**config.mk**
```make
export PLATFORM = sky130hd
export DESIGN_NAME = note_playback_sequencer
export DESIGN_NICKNAME = d
export VERILOG_FILES = /design/src/rtl/note_playback_sequencer.sv
export SDC_FILE = /design/constraint.sdc
export NUM_CORES = 1
export LEC_CHECK = 0
export CAP_MARGIN = 10
export CORE_MARGIN = 8
export CORE_UTILIZATION = 40
export CTS_CLUSTER_DIAMETER = 200
export CTS_CLUSTER_SIZE = 30
export DETAILED_ROUTE_END_ITERATION = 10
export PLACE_DENSITY = 0.64
export RECOVER_POWER = 100
export SYNTH_ARGS = -nofsm -noshare
export SYNTH_HDL_FRONTEND = slang
export SYNTH_SLANG_ARGS = --single-unit
```
**constraint.sdc**
```tcl
create_clock -name clk_in -period 5.8 [get_ports clk_in]
set_input_delay 1.74 -clock clk_in [delete_from_list [all_inputs] [get_ports clk_in]]
set_output_delay 1.74 -clock clk_in [all_outputs]
set_load 0.02 [all_outputs]
```
**src/rtl/note_playback_sequencer.sv**
```systemverilog
// Per-voice note event playback: a current slot plus a one-deep queue per voice,
// regenerating the note value/octave/on-mask stream with one strobe per tick.
module note_playback_sequencer #(
    parameter int VOICES = 5,
    parameter int DUR_W  = 30
) (
    input  logic                   clk_in,
    input  logic                   rst_n_in,
    input  logic                   tick_in,
    input  logic                   event_valid_in,
    output logic                   event_ready_out,
    input  logic [2:0]             event_voice_in,
    input  logic [7:0]             event_note_in,
    input  logic [DUR_W-1:0]       event_duration_in,
    output logic [VOICES-1:0][3:0] note_value_array_out,
    output logic [VOICES-1:0][3:0] octave_count_out,
    output logic [VOICES-1:0]      note_on_out,
    output logic                   valid_note_out,
    output logic [VOICES-1:0]      voice_busy_out,
    output logic                   bad_voice_out
);

    logic [VOICES-1:0][7:0]       cur_note_q, cur_note_d;
    logic [VOICES-1:0][DUR_W-1:0] rem_q, rem_d;
    logic [VOICES-1:0]            play_q, play_d;
    logic [VOICES-1:0][7:0]       nxt_note_q, nxt_note_d;
    logic [VOICES-1:0][DUR_W-1:0] nxt_dur_q, nxt_dur_d;
    logic [VOICES-1:0]            nxt_v_q, nxt_v_d;
    logic [VOICES-1:0][3:0]       val_q, val_d;
    logic [VOICES-1:0][3:0]       oct_q, oct_d;
    logic [VOICES-1:0]            on_q, on_d;
    logic                         valid_q;
    logic                         bad_q;
    logic                         in_range;
    logic                         sel_busy;
    logic                         accept;

    assign in_range = (32'(event_voice_in) < VOICES);

    always_comb begin
        sel_busy = 1'b0;
        for (int i = 0; i < VOICES; i++) begin
            if (32'(event_voice_in) == i) begin
                sel_busy = nxt_v_q[i];
            end
        end
    end

    // Out-of-range events are always taken so they can be flagged and dropped.
    assign event_ready_out = rst_n_in && (!in_range || !sel_busy);
    assign accept = event_valid_in && event_ready_out;

    always_comb begin
        cur_note_d = cur_note_q;
        rem_d      = rem_q;
        play_d     = play_q;
        nxt_note_d = nxt_note_q;
        nxt_dur_d  = nxt_dur_q;
        nxt_v_d    = nxt_v_q;
        on_d       = '0;
        val_d      = '1;
        oct_d      = '1;
        for (int i = 0; i < VOICES; i++) begin
            if (tick_in) begin
                if (play_q[i]) begin
                    if (rem_q[i] != '0) begin
                        rem_d[i] = rem_q[i] - DUR_W'(1);
                    end else if (nxt_v_q[i]) begin
                        cur_note_d[i] = nxt_note_q[i];
                        rem_d[i]      = nxt_dur_q[i];
                        nxt_v_d[i]    = 1'b0;
                    end else begin
                        play_d[i] = 1'b0;
                    end
                end else if (nxt_v_q[i]) begin
                    cur_note_d[i] = nxt_note_q[i];
                    rem_d[i]      = nxt_dur_q[i];
                    play_d[i]     = 1'b1;
                    nxt_v_d[i]    = 1'b0;
                end
            end
            // Accept only fires on an empty queue, so it never races the tick.
            if (accept && in_range && (32'(event_voice_in) == i)) begin
                nxt_note_d[i] = event_note_in;
                nxt_dur_d[i]  = event_duration_in;
                nxt_v_d[i]    = 1'b1;
            end
            on_d[i] = play_d[i] && (cur_note_d[i] != 8'hFF);
            if (on_d[i]) begin
                val_d[i] = cur_note_d[i][7:4];
                oct_d[i] = cur_note_d[i][3:0];
            end
        end
    end

    always_ff @(posedge clk_in) begin
        if (!rst_n_in) begin
            cur_note_q <= '0;
            rem_q      <= '0;
            play_q     <= '0;
            nxt_note_q <= '0;
            nxt_dur_q  <= '0;
            nxt_v_q    <= '0;
            on_q       <= '0;
            val_q      <= '1;
            oct_q      <= '1;
            valid_q    <= 1'b0;
            bad_q      <= 1'b0;
        end else begin
            cur_note_q <= cur_note_d;
            rem_q      <= rem_d;
            play_q     <= play_d;
            nxt_note_q <= nxt_note_d;
            nxt_dur_q  <= nxt_dur_d;
            nxt_v_q    <= nxt_v_d;
            valid_q    <= tick_in;
            bad_q      <= accept && !in_range;
            if (tick_in) begin
                on_q  <= on_d;
                val_q <= val_d;
                oct_q <= oct_d;
            end
        end
    end

    assign note_value_array_out = val_q;
    assign octave_count_out     = oct_q;
    assign note_on_out          = on_q;
    assign valid_note_out       = valid_q;
    assign voice_busy_out       = play_q | nxt_v_q;
    assign bad_voice_out        = bad_q;

endmodule

```
==> results.yml <==
final_layout:
  final_common_cell: "nand2_1"
  area_delta_synth_final_pct: 9.55
  final_cell_count_no_fill: 3165
  seq_area_um2: 8750
  drive_gt1_share_pct: 3.20
  final_nets: 2555
  n_fill_cell: 4900
  layout_common_cells: "nand2_1, dfxtp_1, a21oi_1, nor2_1, o21ai_0"
  multi_input_area_um2: 10100
yosys:
  synth_fp_nets: 2568
  synth_top_cell_by_area: "dfxtp_1"
  syn_area_um2: 19600
  synth_cells: 2513
  synth_cell_types: 77
  avgSynthCellArea_um2: 7.82
  synth_area_leaders: "dfxtp_1, nand2_1, a21oi_1, o21ai_0, nor2_1"
  ys.flop_type: "dfxtp_1"
  ys_seq_area_share_pct: 44.5
  synth-edff-count: 0
  yosys_register_bits: 437
  synth-warning-count: 0
  async_flop_share_pct: 0
  yosys.area.top_type_share_pct: 44.5
clocking:
  holdBufCountCts: 0
  cts_buffers: 18
  htree_levels: 1
  cts_root_buffer: "clkbuf_16"
  cts_num_sinks: 437
  clk_latency_ns: 0.56
  cts_tree: "done"
  clockBufferDepth: 3
  clk_pin_slew_ns: 0.11
worst_setup_path:
  path_class: "input pin to flip-flop"
  cp_max_fo: 22
  critPathRequiredTime_ns: 6.23
  critical_path.endpoint_type: "flip-flop"
  arrival_ns: 5.93
  cp-start-kind: "input pin"
outcome:
  outcome: "finished with violations"
  violations: "max-capacitance violations, max-slew violations"
timing:
  max_freq_ghz: 0.182
  final-hold-violation-count: 0
  tns_ns: 0
  finalMaxSlewViolations: 281
  period_needed_ns: 5.51
  setup_violations: 0
  fin_crit_sh_pct: 94.9
  tightest_slew_ns: 2.98
  fin_worst_skew_ns: 0.0277
  rsz0062_at_grt: "no"
  maxSlewHeadroom_pct: -98.4
die:
  num_rows: 81
  dieHeight_um: 238
  start_util_pct: 40.3
  die-area_um2: 56500
  ios: 98
  die_w_um: 238
  coreArea_um2: 48700
route:
  firstDrtPassIters: 6
  drt_iter0_drc: 1686
  avgViaCountPerCell: 5.95
  vias: 18846
  drt_wl_total_um: 64600
  wl_per_cell_um: 20.4
  ant_nets: 0
  route.detailed.drc: 0
grt:
  grt_max_degree: 188
  use_met3_pct: 3.51
  grt_pass1_vias: 18030
  busiest_layer: "met2"
  antenna_found_initial: 1
  use_met2_pct: 38.4
  use_met1_pct: 26.8
  grtUsageTotal_pct: 21.9
  overflow: 0
  grt_pass1_wl_um: 100000
pwr:
  p_leak_nw: 7.15
  worst_ir_drop_vdd_uv: 165
  p_per_area_nw_per_um2: 238
run:
  drv_cap: 7
placement:
  place_hpwl_um: 42600
  io_buffers: 97
  dpl.cell_count: 3144
  gp_congestion: 0.879
min_path:
  worstHoldPathType: "flip-flop to flip-flop"
final timing paths:
check                  from  slack (ns)  cells past startpoint              to
min reg2reg  note_on_out[3]        0.45                      2  note_on_out[3]
max                 tick_in        0.29                      7       rem_q[66]
min          note_on_out[3]        0.45                      2  note_on_out[3]
max reg2reg       rem_q[39]        1.38                      6       rem_q[36]
cell usage after synthesis (all sizes together), types with 19 or more instances:
master / n
or3: 22
nand3b: 24
mux2i: 23
nor4: 50
o21ai: 145
nand4: 50
nand3: 51
a21oi: 312
a31oi: 27
dfxtp: 437
or4: 19
nor3: 91
nand2: 544
buf: 21
a311oi: 27
a211oi: 60
nor2: 158
clkbuf: 156
inv: 31
final cells by class:
class | instances | area share [%]
multi-input cells | 1868 | 46.9
flip-flops and latches | 437 | 40.7
repair buffers | 144 | 5.73
well taps | 664 | 3.86
clock buffers | 19 | 2.21
inverters | 31 | 0.576
clock inverters | 1 | 0.0756
diodes | 1 | 0.0116
timing repair:
| item | in CTS | in global routing |
|---|---|---|
| setup buffers | 0 | 0 |
| endpoints found under the setup margin | 0 | 1 |
| gates resized for setup | 0 | 1 |
registers in the layout, summed over array words and instances (netlist names):
name	cells
nxt_dur_q	150
rem_q	150
cur_note_q	40
nxt_note_q	40
note_value_array_out	20
octave_count_out	20
note_on_out	5
nxt_v_q	5
play_q	5
bad_voice_out	1
valid_note_out	1
power breakdown:
group          switching [mW]  internal [mW]  leakage, nW
Combinational           0.348          0.147         3.38
Clock                   0.958          0.600        0.241
Sequential             0.0303           3.04         3.53
Total                    1.34           3.78         7.15
stage by stage:
step	util, %	setup WS (ns)	cell area [um^2]	total power, mW	hold WS, ns
6_report	44.1	0.294	21500	5.12	0.451
5_1_grt	44.1	0.225	21500	5.30	0.471
4_1_cts	44.4	0.0630	21600	5.16	0.457
3_5_place_dp	43.4	0.0678	21200	3.62	0.441
3_3_place_gp	43.4	0.0582	21200	3.62	0.437
2_1_floorplan	-	1.00	19600	3.41	0.431
routing by layer:
layer | share of wire, % | wire length (um) | vias to the layer above
met4 | 3.3 | 2140 | 2
met2 | 48 | 31100 | 569
li1 | - | - | 9021
met1 | 42 | 27400 | 9135
met3 | 5.9 | 3820 | 119
met5 | 0.015 | 10 | -
worst max-delay path, stage by stage:
cell	delay [ns]
clkbuf_1	1.11
clkbuf_1	0.78
nand2_1	0.25
nor2_1	0.86
clkbuf_1	0.78
a211oi_1	0.10
a311oi_1	0.30
cells by family (layout without fill, tap and decap cells):
logic type,count (synthesis),in the layout,share of synthesized area [%]
compound gates,707,707,22.2
xor+xnor,11,11,0.490
fa+ha+maj,10,10,0.637
buf+inv,208,195,4.04
flops,437,437,44.5
mux,32,32,1.75
other cells,0,1,0
simple gates,1108,1108,26.3
Note: power is estimated with default switching activity, not from simulation.
